**config.mk**
```make
export PLATFORM = sky130hd
export DESIGN_NAME = store_buffer
export DESIGN_NICKNAME = d
export VERILOG_FILES = /design/src/rtl/store_buffer.sv
export SDC_FILE = /design/constraint.sdc
export NUM_CORES = 1
export LEC_CHECK = 0
export CAP_MARGIN = 40
export CORE_MARGIN = 4
export CORE_UTILIZATION = 59
export CTS_BUF_LIST = sky130_fd_sc_hd__clkbuf_8
export DETAILED_ROUTE_END_ITERATION = 16
export GPL_ROUTABILITY_DRIVEN = 0
export HOLD_SLACK_MARGIN = 0.12
export PLACE_DENSITY = 0.93
export SETUP_SLACK_MARGIN = 0.02
export SLEW_MARGIN = 20
export SYNTH_ARGS = -nofsm -noshare
export SYNTH_HDL_FRONTEND = slang
export SYNTH_SLANG_ARGS = --single-unit
```
**constraint.sdc**
```tcl
create_clock -name clk -period 14.1 [get_ports clk]
set_input_delay 2.82 -clock clk [delete_from_list [all_inputs] [get_ports clk]]
set_output_delay 2.82 -clock clk [all_outputs]
set_load 0.05 [all_outputs]
```
**src/rtl/store_buffer.sv**
```systemverilog
// Posted-write store buffer: FIFO of pending stores with word-granular store-to-load lookup.
// Optional push trace is compiled in when STORE_BUF_TRACE_EN is defined.
module store_buffer #(
  parameter int DEPTH = 4,
  parameter int PTR_W = 2
) (
  input  logic        clk,
  input  logic        reset,
  input  logic        storeValid,
  input  logic [31:0] storeAddress,
  input  logic [31:0] storeData,
  input  logic [3:0]  storeByteEnable,
  input  logic [31:0] storePC,
  output logic        storeReady,
  input  logic        loadValid,
  input  logic [31:0] loadAddress,
  input  logic [3:0]  loadByteMask,
  output logic        loadHit,
  output logic [31:0] loadHitData,
  output logic        loadConflict,
  input  logic        memBusy,
  output logic        memWriteEnable,
  output logic [31:0] memAddress,
  output logic [31:0] memWriteData,
  output logic [3:0]  memByteEnable,
  output logic [31:0] memDebugPC,
  output logic        empty
);

  localparam logic [PTR_W:0] DEPTH_CNT = (PTR_W + 1)'(DEPTH);

  logic [31:0]      addr_q [DEPTH];
  logic [31:0]      data_q [DEPTH];
  logic [3:0]       be_q   [DEPTH];
  logic [31:0]      pc_q   [DEPTH];

  logic [PTR_W-1:0] head_q, head_d;
  logic [PTR_W-1:0] tail_q, tail_d;
  logic [PTR_W:0]   count_q, count_d;

  logic             push;
  logic             pop;

  // Byte offset bits never take part in the word-granular match.
  logic             unused_load_offset;
  assign unused_load_offset = ^loadAddress[1:0];

  assign storeReady     = (count_q != DEPTH_CNT);
  assign empty          = (count_q == '0);
  assign memWriteEnable = !empty && !memBusy;
  assign push           = storeValid && storeReady;
  assign pop            = memWriteEnable;

  assign memAddress    = empty ? 32'h0 : addr_q[head_q];
  assign memWriteData  = empty ? 32'h0 : data_q[head_q];
  assign memByteEnable = empty ? 4'h0  : be_q[head_q];
  assign memDebugPC    = empty ? 32'h0 : pc_q[head_q];

  always_comb begin
    head_d  = pop  ? head_q + 1'b1 : head_q;
    tail_d  = push ? tail_q + 1'b1 : tail_q;
    count_d = count_q;
    case ({push, pop})
      2'b10:   count_d = count_q + 1'b1;
      2'b01:   count_d = count_q - 1'b1;
      default: count_d = count_q;
    endcase
  end

  always_ff @(posedge clk) begin
    if (reset) begin
      head_q  <= '0;
      tail_q  <= '0;
      count_q <= '0;
    end else begin
      head_q  <= head_d;
      tail_q  <= tail_d;
      count_q <= count_d;
    end
  end

  // Entry payload needs no reset; validity is derived from head/count.
  generate
    for (genvar gi = 0; gi < DEPTH; gi++) begin : g_entry
      always_ff @(posedge clk) begin
        if (push && (tail_q == PTR_W'(gi))) begin
          addr_q[gi] <= storeAddress;
          data_q[gi] <= storeData;
          be_q[gi]   <= storeByteEnable;
          pc_q[gi]   <= storePC;
        end
      end
    end
  endgenerate

  // Walk oldest to youngest so the last match seen is the youngest one.
  logic             match_found;
  logic [31:0]      match_data;
  logic [3:0]       match_be;
  logic [PTR_W-1:0] scan_idx;

  always_comb begin
    match_found = 1'b0;
    match_data  = 32'h0;
    match_be    = 4'h0;
    scan_idx    = '0;
    for (int k = 0; k < DEPTH; k++) begin
      scan_idx = head_q + k[PTR_W-1:0];
      if (((PTR_W + 1)'(k) < count_q) &&
          (addr_q[scan_idx][31:2] == loadAddress[31:2])) begin
        match_found = 1'b1;
        match_data  = data_q[scan_idx];
        match_be    = be_q[scan_idx];
      end
    end
  end

  assign loadHit      = loadValid && match_found && ((match_be & loadByteMask) == loadByteMask);
  assign loadConflict = loadValid && match_found && !loadHit;
  assign loadHitData  = loadHit ? match_data : 32'h0;

`ifdef STORE_BUF_TRACE_EN
  logic [31:0] trace_mask;
  assign trace_mask = {{8{storeByteEnable[3]}}, {8{storeByteEnable[2]}},
                       {8{storeByteEnable[1]}}, {8{storeByteEnable[0]}}};

  always_ff @(posedge clk) begin
    if (!reset && push) begin
      $display("%d@%h: *%h <= %h", $time, storePC, storeAddress, storeData & trace_mask);
    end
  end
`endif

endmodule

```
* After elaboration in Yosys (flattened, before gate mapping)
Memory sizes are Yosys's and may differ from the RTL's. A register that Yosys moved wholly into a read port is not among the register bits. Cells that the tools add are included.
Storage, ports and cells: flip-flop bits (word level) 7, RAM bits 400, output and inout port bits 137, logic and storage cells 130, memories kept 4
Cells by class: add/subtract/negate cells 6, $lt $le $gt $ge 4, eq/ne operators 11, mux-type cells 70, bitwise logic cells 1, reductions and logical operators 31
Memories:
- addr_q | words 4, width 32, rd ports 4, clocked after memory_dff 1, wr ports 1, line 32 | logic [31:0] addr_q [DEPTH];
- data_q | words 4, width 32, rd ports 4, clocked after memory_dff 1, wr ports 1, line 33 | logic [31:0] data_q [DEPTH];
- pc_q | words 4, width 32, rd ports 1, clocked after memory_dff 1, wr ports 1, line 35 | logic [31:0] pc_q [DEPTH];
- be_q | words 4, width 4, rd ports 4, clocked after memory_dff 1, wr ports 1, line 34 | logic [3:0] be_q [DEPTH];
Operators by type and width (count):
- two-way mux 32 bit | 17
- OR reduction 32 bit | 9
- equality test 30 bit | 4
- two-way mux 2 bit | 20
- two-way mux 4 bit | 8
- two-way mux 1 bit | 24
- logical AND 1 bit | 13
- OR reduction 4 bit | 3
- equality test 2 bit (second input constant) | 3
- < comparator 1 x 3 -> 1 bit (first input constant) | 2
- < comparator 2 x 3 -> 1 bit (first input constant) | 2
- one-hot mux 3 bit (2 select lines) | 1
- adder 2 x 1 -> 2 bit (second input constant) | 2
- adder 2 bit (second input constant) | 2
- bitwise AND 4 bit | 1
- equality test 2 x 1 -> 1 bit (second input constant) | 2
- equality test 4 bit | 1
- adder 3 x 1 -> 3 bit (second input constant) | 1
- logical NOT 1 bit | 3
- logical NOT 3 bit | 1
- inequality test 3 bit (second input constant) | 1
- subtractor 3 x 1 -> 3 bit (second input constant) | 1
- logical NOT 2 bit | 1
- nonzero test 2 bit | 1

* Logic depth before layout (Yosys ltp)
An unclocked memory read counts as a cell.
depth after elaboration 12, depth in mapped cells 17

* Least setup slack after synthesis
OpenSTA, ideal clock, no wires.
path type input to output, start point input loadAddress[9], end point output loadHitData[0], data arrival time 7607 ps, required time 11280 ps, slack 3673 ps, stages on the path 10, path buffers 1, cells stage by stage buf_1 > a2bb2oi_1 > o32ai_1 > or4_1 > or4_1 > nand3b_4 > o311a_1 > o311ai_2 > o2111ai_4 > a2111oi_0
Between the ends: longest elaborated chain between the ends 10
RTL lines:
- start, declared | line 16 | input logic [31:0] loadAddress,
- equality test 30 bit | line 110 | (addr_q[scan_idx][31:2] == loadAddress[31:2])) begin
- logical AND 1 bit | line 109 | if (((PTR_W + 1)'(k) < count_q) &&
- two-way mux 4 bit (4 in series) | line 109
- bitwise AND 4 bit | line 118 | assign loadHit = loadValid && match_found && ((match_be & loadByteMask) == loadByteMask);
- equality test 4 bit | line 118
- logical AND 1 bit | line 118
- two-way mux 32 bit (*) | line 120 | assign loadHitData = loadHit ? match_data : 32'h0;
- end, declared | line 19 | output logic [31:0] loadHitData,
Mark *: on every way between the ends. The rest lies on a longest branch, timed or not.

* Worst setup path in the final report
start point input loadAddress[11], end point output loadHitData[25]
Same word-level chain as after synthesis.

==> impl_results.md <==
- Result of the run: completed
- Via count: 16300
- CTS-repair resized insts: 0
- Layout cells sized above 1: 19.9%
- Initial Util: 59.9%
- Final period util: 80.0%
- Drt first-iter violations: 2019
- Unique masters post-synth: 65
- Clock Pin Slew Worst Setup and Hold Paths: 0.06 ns
- TritonCTS Buffers: 69
- Unrepaired setup endpoints after global routing: no
- Residual DRC count: 0
- Worst EP arrival: 8.45 ns
- EDFF count, synth: 400
- Post-synth top flop: edfxtp_1
- Vias per cell: 6.70
- Final Core Density: 71.9%
- CP Data Required Time: 11.28 ns
- Placed Area: 0.0265 mm2
- Post-synth ARST share: 0%
- Hold-fix buffers, CTS: 0
- Nets: 2008
- Largest net degree at the start of global routing: 79
- Leakage power: 8.55 nW
- FILL cells: 2377
- Avg Inst Size Synth: 14.3 um2
- Clk Latency, worst-skew pair: 0.63 ns
- Routed wire length: 63400 um
- Die area: 0.0426 mm2
- Post-Synthesis Net Count: 1770
- Cell Area, Synth: 0.0232 mm2
- Cell area after layout: 0.0279 mm2
- Core area: 0.0388 mm2
- First-pass GRT wire length: 96300 um
- Vias in the first global route: 16400
- Setup Buffers After CTS: 0
- CP Launch Type: input port
- TritonRoute pass-1 iters: 8
- Grt ovf: 0
- CTS tree: yes
- CP Max Fanout: 46
- Most frequent cells in the layout: edfxtp_1, clkdlybuf4s50_1, mux4_2
- Max-Slew Margin vs Limit: 44.5%
- Die width: 206 um
- Port Buffer Count: 275
- Sink Count: 409
- Routed Antenna Nets: 0
- CTS Root Cell: clkbuf_8
- Worst ir drop on vdd: 0.000199 V
- R2R Setup Slk: 11.20 ns
- YS warnings: 0
- Max-slew violations: 0
- I/O Pins: 278
- H-tree Lvls: 3
- GRT Total Usage: 29.4%
- Clock Path Buffers: 3
- Tmin final: 11.27 ns
- Initial antenna violation count: 8
- Final setup viols: 0
- Setup crit end kind: output pin
- Area Growth Syn to Fin: 20.1%
- Per-cell routed wire length: 26.1 um
- Max-cap violations: 0
- TNS Setup: 0 ns
- Die Y: 206 um
- Slew @ Worst Pin: 0.832 ns
- Hold crit path type: reg -> reg
- Commonest non-fill, non-tap cell in the layout: edfxtp_1
- Fin. Hold Viols: 0
- Worst setup path category: in -> out
- Skew final: 0.0264 ns
- # rows: 72
- Sequential cell area fraction in the yosys report: 52.4%
- Power per cell area: 180 mW/mm2
- Fmax: 0.0887 GHz
- Hpwl dp: 41100 um
- Post-Syn Instances: 1620
- Synthesized flop and latch total: 409
[state kept, by name, summed over array words and instances, names as in the netlist, named ones only]
signal	count
data_q	128
addr_q	128
tail_q	2
count_q	3
be_q	16
head_q	2
pc_q	128
[per-layer routing]
metal | up-vias | routed length [um] | track usage (%)
met5 | - | 55 | 0
met4 | 8 | 2620 | 11.5
met3 | 207 | 6900 | 6.98
met2 | 1070 | 31100 | 47.7
met1 | 8093 | 22700 | 38.9
li1 | 6911 | - | -
[synth_stat cells, types with 2 or more instances]
cell	n	area share (%)
a2111oi_0	6	0.23
a2111oi_2	30	1.9
a211oi_1	37	1.2
a21oi_1	47	1.0
a221oi_1	2	0.075
a22oi_1	3	0.097
a2bb2oi_1	4	0.15
a31oi_1	4	0.11
and2_1	6	0.16
and3_1	6	0.16
and4_1	2	0.075
buf_1	30	0.48
buf_2	32	0.69
buf_4	5	0.16
buf_6	8	0.39
clkbuf_1	67	1.1
dfxtp_1	9	0.78
edfxtp_1	400	52
ha_1	9	0.48
inv_1	11	0.18
mux2_2	43	2.1
mux2i_1	138	5.9
mux4_2	164	16
nand2_1	50	0.81
nand2b_1	6	0.16
nand3_1	41	0.88
nand4_1	11	0.30
nor2_1	60	0.97
nor2b_1	121	3.3
nor3_1	9	0.19
nor4_1	16	0.43
o2111ai_1	2	0.075
o21ai_0	74	1.6
o22ai_1	7	0.19
o2bb2ai_1	4	0.15
o311a_1	2	0.086
o31a_1	2	0.075
or2_2	4	0.11
or3_1	2	0.054
or4_1	3	0.097
xnor2_1	89	3.4
xor2_1	31	1.2
[layout make-up]
cell class / count / area [um2] / area share [%]
Timing Repair Buffer: 310 / 3310 / 11.9
Tap cell: 518 / 648 / 2.32
Clock inverter: 52 / 324 / 1.16
Clock buffer: 71 / 977 / 3.50
Antenna cell: 5 / 12.5 / 0.0448
Inverter: 12 / 45.0 / 0.161
Sequential cell: 409 / 12200 / 43.7
Multi-Input combinational cell: 1056 / 10400 / 37.2
[where the power goes]
part	total (W)	switching, W	internal, W
clock	0.00101	0.000484	0.000528
sequential	0.00154	0.0000907	0.00145
combinational	0.00248	0.00150	0.000979
[kinds of logic (layout without fill, tap and decap cells)]
kind of cell | after synthesis | in the layout | share of synthesized area (%)
flip-flops | 409 | 409 | 52.4
multiplexers | 345 | 345 | 23.9
AND/OR/NAND/NOR | 340 | 340 | 7.82
AO/OA/AOI/OAI | 242 | 242 | 7.75
buffers and inverters | 155 | 445 | 3.06
XOR/XNOR | 120 | 120 | 4.52
adder cells (fa/ha/maj) | 9 | 9 | 0.484
other | 0 | 5 | 0
[per-stage QoR]
stage	instances	worst slack [ns]	hold WS (ns)	power [W]
floorplan	1620	3.67	0.518	0.00329
global placement	2289	2.44	0.557	0.00393
detailed placement	2302	2.51	0.567	0.00402
CTS	2425	2.47	0.585	0.00504
global route	2432	2.72	0.636	0.00524
finish	2433	2.83	0.583	0.00503
[critical path, stage by stage]
cell             delay [ns]
clkdlybuf4s50_1        0.78
nor2_1                 0.10
a211o_1                0.29
o41ai_1                0.53
clkdlybuf4s15_2        0.34
nand3_2                0.39
buf_4                  0.47
mux2i_1                0.18
a22oi_1                0.29
o2111ai_4              0.39
buf_16                 0.30
buf_4                  0.22
a2111oi_2              0.39
clkdlybuf4s50_1        0.92
[worst paths after layout]
| path | depth (start not counted) | from | end |
|---|---|---|---|
| setup reg to reg | 6 | count_q[0]$_SDFFE_PP0P_ | data_q[3][0]$_DFFE_PP_ |
| hold reg to reg | 2 | tail_q[0]$_SDFFE_PP0P_ | tail_q[0]$_SDFFE_PP0P_ |
| setup / recovery | 14 | loadAddress[11] | loadHitData[25] |
| hold / removal | 2 | tail_q[0]$_SDFFE_PP0P_ | tail_q[0]$_SDFFE_PP0P_ |
Note: power is estimated with default switching activity, not from simulation.
